<file path="src/rtl/reg_univ_pkg.sv">
// Shared definitions for the 4-bit universal register: operation codes,
// direction codes and the per-bit next-state select used by the bit slices.
package reg_univ_pkg;

    typedef logic [1:0] mode_t;

    localparam mode_t MODE_SHIFT = 2'b00;
    localparam mode_t MODE_ROT   = 2'b01;
    localparam mode_t MODE_LOAD  = 2'b10;
    localparam mode_t MODE_HOLD  = 2'b11;

    localparam logic DIR_LEFT  = 1'b0;
    localparam logic DIR_RIGHT = 1'b1;

    // Per-bit next-state source. LO is the neighbour one position below
    // (feeds a left move), HI is the neighbour one position above (feeds a
    // right move).
    typedef enum logic [1:0] {
        SEL_HOLD = 2'b00,
        SEL_LO   = 2'b01,
        SEL_HI   = 2'b10,
        SEL_LOAD = 2'b11
    } sel_t;

    // Shift and rotate move bits the same way; they differ only in what
    // enters at the end of the register, which the top level resolves.
    function automatic sel_t next_sel(input mode_t m, input logic dir);
        sel_t s;
        s = SEL_HOLD;
        case (m)
            MODE_SHIFT,
            MODE_ROT:  s = (dir == DIR_LEFT) ? SEL_LO : SEL_HI;
            MODE_LOAD: s = SEL_LOAD;
            default:   s = SEL_HOLD;
        endcase
        return s;
    endfunction

    // True for every enabled operation that rewrites s_out (all but HOLD).
    function automatic logic sout_updates(input mode_t m);
        return (m != MODE_HOLD);
    endfunction

endpackage

</file>
<file path="src/rtl/reg_cond_4b_bit_slice.sv">
// One storage bit of the universal register: 4:1 next-state mux feeding an
// async-reset flop with enable.
module reg_bit_slice
    import reg_univ_pkg::*;
(
    input  logic clk,
    input  logic rst_n,
    input  logic en,
    input  sel_t sel,
    input  logic lo_in,
    input  logic hi_in,
    input  logic ld_in,
    output logic q
);

    logic nxt;

    // Pick the next value; unselected inputs never reach the flop.
    always_comb begin
        nxt = q;
        case (sel)
            SEL_HOLD: nxt = q;
            SEL_LO:   nxt = lo_in;
            SEL_HI:   nxt = hi_in;
            SEL_LOAD: nxt = ld_in;
            default:  nxt = q;
        endcase
    end

    // Storage bit; reset overrides any edge.
    always_ff @(posedge clk or negedge rst_n) begin
        if (!rst_n) begin
            q <= 1'b0;
        end else if (en) begin
            q <= nxt;
        end
    end

endmodule

</file>
<file path="src/rtl/reg_cond_4b.sv">
// 4-bit universal register: hold, shift with serial in/out, rotate, parallel
// load. STRUCTURAL selects between a behavioural case-on-mode coding and a
// bit-slice coding; both are cycle-identical.
module reg_cond_4b
    import reg_univ_pkg::*;
#(
    parameter int WIDTH      = 4,
    parameter bit STRUCTURAL = 1'b1
) (
    input  logic             clk,
    input  logic             rst_n,
    input  logic             enb,
    input  logic             dir,
    input  logic             s_in,
    input  logic [1:0]       mode,
    input  logic [WIDTH-1:0] d,
    output logic [WIDTH-1:0] q,
    output logic             s_out
);

    logic [WIDTH-1:0] q_r;
    logic             so_r;

    assign q     = q_r;
    assign s_out = so_r;

    generate
        if (STRUCTURAL) begin : g_struct
            sel_t             sel;
            logic             is_rot;
            logic [WIDTH-1:0] lo_nb;
            logic [WIDTH-1:0] hi_nb;
            logic             so_en;
            logic             so_nxt;

            assign sel    = next_sel(mode, dir);
            assign is_rot = (mode == MODE_ROT);

            // Neighbour wiring. The end bits take s_in when shifting and the
            // bit from the opposite end when rotating.
            for (genvar i = 0; i < WIDTH; i++) begin : g_nb
                if (i == 0) begin : g_lo_end
                    assign lo_nb[i] = is_rot ? q_r[WIDTH-1] : s_in;
                end else begin : g_lo_mid
                    assign lo_nb[i] = q_r[i-1];
                end
                if (i == WIDTH-1) begin : g_hi_end
                    assign hi_nb[i] = is_rot ? q_r[0] : s_in;
                end else begin : g_hi_mid
                    assign hi_nb[i] = q_r[i+1];
                end

                reg_bit_slice u_slice (
                    .clk   (clk),
                    .rst_n (rst_n),
                    .en    (enb),
                    .sel   (sel),
                    .lo_in (lo_nb[i]),
                    .hi_in (hi_nb[i]),
                    .ld_in (d[i]),
                    .q     (q_r[i])
                );
            end

            // s_out takes the ejected bit on a shift and clears on rotate/load.
            always_comb begin
                so_en  = enb & sout_updates(mode);
                so_nxt = 1'b0;
                if (mode == MODE_SHIFT) begin
                    so_nxt = (dir == DIR_LEFT) ? q_r[WIDTH-1] : q_r[0];
                end
            end

            // Serial-out flop, separate from the data slices.
            always_ff @(posedge clk or negedge rst_n) begin
                if (!rst_n) begin
                    so_r <= 1'b0;
                end else if (so_en) begin
                    so_r <= so_nxt;
                end
            end
        end else begin : g_behav
            // Whole register updated from a single case on the operation.
            always_ff @(posedge clk or negedge rst_n) begin
                if (!rst_n) begin
                    q_r  <= '0;
                    so_r <= 1'b0;
                end else if (enb) begin
                    case (mode)
                        MODE_SHIFT: begin
                            if (dir == DIR_LEFT) begin
                                q_r  <= {q_r[WIDTH-2:0], s_in};
                                so_r <= q_r[WIDTH-1];
                            end else begin
                                q_r  <= {s_in, q_r[WIDTH-1:1]};
                                so_r <= q_r[0];
                            end
                        end
                        MODE_ROT: begin
                            if (dir == DIR_LEFT) begin
                                q_r <= {q_r[WIDTH-2:0], q_r[WIDTH-1]};
                            end else begin
                                q_r <= {q_r[0], q_r[WIDTH-1:1]};
                            end
                            so_r <= 1'b0;
                        end
                        MODE_LOAD: begin
                            q_r  <= d;
                            so_r <= 1'b0;
                        end
                        default: begin
                            q_r  <= q_r;
                            so_r <= so_r;
                        end
                    endcase
                end
            end
        end
    endgenerate

endmodule

</file>
<file path="config.mk">
export PLATFORM = sky130hd
export DESIGN_NAME = reg_cond_4b
export DESIGN_NICKNAME = d
export VERILOG_FILES = /design/src/rtl/reg_univ_pkg.sv /design/src/rtl/reg_cond_4b_bit_slice.sv /design/src/rtl/reg_cond_4b.sv
export SDC_FILE = /design/constraint.sdc
export NUM_CORES = 1
export LEC_CHECK = 0
export BUFFER_PORTS_ARGS = -buffer_cell sky130_fd_sc_hd__clkbuf_2
export CAP_MARGIN = 20
export CELL_PAD_IN_SITES_DETAIL_PLACEMENT = 2
export CELL_PAD_IN_SITES_GLOBAL_PLACEMENT = 2
export CORE_AREA = 2 2 42 44
export DETAILED_ROUTE_END_ITERATION = 8
export DIE_AREA = 0 0 44 46
export HOLD_SLACK_MARGIN = 0.06
export PLACE_DENSITY_LB_ADDON = 0.1
export SLEW_MARGIN = 20
export SYNTH_ARGS = -nofsm -noshare
export SYNTH_HDL_FRONTEND = slang
export SYNTH_SLANG_ARGS = --single-unit
</file>
<file path="constraint.sdc">
create_clock -name clk -period 2.92 [get_ports clk]
set_input_delay 0.584 -clock clk [delete_from_list [all_inputs] [get_ports clk]]
set_output_delay 0.584 -clock clk [all_outputs]
set_load 0.1 [all_outputs]
</file>
==> results by group <==
Outcome
  • Run status: finished clean

Placed design
  • Post-DP Area: 416.7 µm²
  • Post-place setup slack: 1.266 ns
  • Gpl congestion: 0.7438
  • HPWL after DPL: 926 µm
  • IO Port Bufs: 15

STA
  • Min Tclk post-route: 1.724 ns
  • Hold Vio Cnt, Final: 0
  • Clock skew: 0.004475 ns
  • Slew headroom: 0.6475
  • Final Setup Violations: 0
  • Max Clk Rate: 579.9 MHz
  • Worst setup margin: 1.196 ns
  • Fin Setup TNS: 0 ns
  • Period utilization: 0.5906
  • RSZ-0062 raised after global routing: false
  • Max-slew violations: 0
  • Worst slew pin tran: 0.5241 ns

Floorplanning
  • Die Y: 46 µm
  • Die ar.: 0.002024 mm²
  • Row count: 15
  • Initial Util: 0.2264
  • Die Wd: 44 µm
  • Top-level I/O count: 16
  • Core Region: 0.001614 mm²

CTS
  • TritonCTS Buffers: 3
  • CTS Sinks: 5
  • Postcts setup bufs: 0
  • CTS max path bufs: 2
  • CTS root buffer: clkbuf_4
  • Clk_lat worst skew: 0.24 ns
  • Clk slew on worst S/H paths: 0.05 ns
  • Htree depth: 1
  • CTS tree: yes
  • Post-CTS Resized: 0
  • CTS Hold Bufs: 0

Detailed routing
  • Via density: 4.973
  • DRC violations left: 0
  • Initial drt markers: 0
  • Remaining antenna violation count after routing: 0
  • First-pass DRT Iterations: 1
  • Wirelength per Cell: 15.81 µm
  • Drt total wl: 1.154 mm
  • Via Count: 363

Final layout
  • Layout Area Growth over Synthesis: 21.23%
  • Share of cells above drive strength 1: 0.3214
  • Fill count: 198
  • Layout Utilization: 0.2744
  • Register area: 125.1 µm²
  • Multi-input gate area: 187.7 µm²
  • # diodes: 0
  • Nets: 68
  • Final Cell Area: 442.9 µm²

Worst setup path
  • Slowest CP cell: clkbuf_2
  • Critical path required time: 2.34 ns
  • WS Path Type: reg -> out
  • Worst Setup Start Kind: flop
  • Worst path max stage delay: 0.48 ns
  • Buf/Inv on CP: 1
  • CP max FO: 5
  • Crit-path leading delay family: buffers and inverters
  • R2R setup slack: 1.84 ns
  • R2R cell count: 3
  • Critical path origin: g_struct.g_nb[0].u_slice.q
  • Worst EP arrival: 1.14 ns
  • CP Capture Type: output pin
  • R2r startpoint: g_struct.g_nb[2].u_slice.q
  • CP Cell Sequence: clkbuf_2
  • Reg-to-reg endpoint: g_struct.g_nb[3].u_slice.q

Logic synthesis
  • Cells after Synth: 43
  • Average cell area after synthesis: 8.497 µm²
  • Syn_nets: 54
  • Count of different cell masters after synthesis: 22
  • Sequential share of the synthesized area: 0.3425
  • Mapped Area: 365.4 µm²
  • Seq cells post-synth: 5
  • Syn. warnings: 0

Global route
  • Overflow after GRT: 0
  • Initial antenna violation count: 0
  • Pin count of the biggest net entering global routing: 14
  • Number of global-route vias before repair: 423
  • Gr usage total: 0.1370
  • First-pass GRT wire length: 1.932 mm

Min path
  • Worst hold path type: in -> async

Run
  • Max_cap viols: 0

Power
  • Pleak: 0.0002081 µW
  • Peak VDD IR: 198.6 µV
  • Power Density: 704.6 mW/mm²
==> cell families after synthesis <==
family                 share of synthesized area
AND/OR/NAND/NOR                           0.2226
multiplexers                             0.02740
flip-flops                                0.3425
buffers and inverters                     0.1438
AO/OA/AOI/OAI                             0.2637
==> Yosys cell counts <==
master / number / area share
a21boi_0: 1 / 0.021
a21o_1: 2 / 0.041
a31oi_1: 1 / 0.017
a41oi_1: 2 / 0.048
and2_1: 1 / 0.017
buf_4: 4 / 0.082
buf_6: 1 / 0.031
clkbuf_1: 1 / 0.010
dfrtp_1: 5 / 0.34
inv_1: 2 / 0.021
mux2i_1: 1 / 0.027
nand2_1: 1 / 0.010
nand2b_1: 2 / 0.034
nand3_1: 2 / 0.027
nand3b_1: 2 / 0.041
nor2_1: 5 / 0.051
nor2b_1: 1 / 0.017
o211ai_1: 1 / 0.021
o21ai_0: 5 / 0.068
o22a_1: 1 / 0.024
o311ai_0: 1 / 0.024
or3b_1: 1 / 0.024
==> layout make-up <==
type | count | area share
flip-flops and latches | 5 | 0.2825
repair buffers | 15 | 0.1695
multi-input cells | 30 | 0.4237
inverters | 2 | 0.01695
clock buffers | 4 | 0.05932
well taps | 17 | 0.04802
==> routing by layer <==
layer	routed length, µm	track usage
met2	542	0.2206
met3	73	0.02778
met5	0	0
met1	537	0.1714
met4	0	0.07273
==> worst max-delay path by stage <==
stage,end,slack (ns),cells past startpoint
3_5_place_dp,g_struct.g_nb[1].u_slice.q,1.27,4
2_1_floorplan,s_out,1.44,0
5_1_grt,q[0],1.16,1
6_report,q[0],1.20,1
4_1_cts,q[0],1.18,1
3_3_place_gp,g_struct.g_nb[1].u_slice.q,1.33,4
==> placed cells by master (no fill, tap or decap), drive strengths merged <==
master | synthesis | layout
dfrtp | 5 | 5
o211ai | 1 | 1
a21boi | 1 | 1
and2 | 1 | 1
nor2 | 5 | 5
o21ai | 5 | 5
or3b | 1 | 1
nand3 | 2 | 2
a31oi | 1 | 1
a21o | 2 | 2
nand3b | 2 | 2
clkbuf | 1 | 19
inv | 2 | 2
nand2b | 2 | 2
nand2 | 1 | 1
nor2b | 1 | 1
a41oi | 2 | 2
o22a | 1 | 1
o311ai | 1 | 1
mux2i | 1 | 1
==> where the power goes <==
group	internal (µW)	total (µW)	switching (µW)
registers	80.2	92.1	12.0
clock network	51.9	84.0	32.1
logic	27.4	136	109
==> metrics by stage <==
stage          power, µW  hold slack (ns)  std cells
2_1_floorplan      213.4           0.2884         43
3_3_place_gp       228.2           0.4173         69
3_5_place_dp       230.7           0.4194         69
4_1_cts            316.6           0.1580         73
5_1_grt            332.7           0.1511         73
6_report           312.1           0.1578         73
==> registers in the layout (all words and copies together), names as in the netlist <==
signal,cells
g_struct.g_nb.u_slice.q,4
s_out,1
Power figures use the tool's default switching activity.
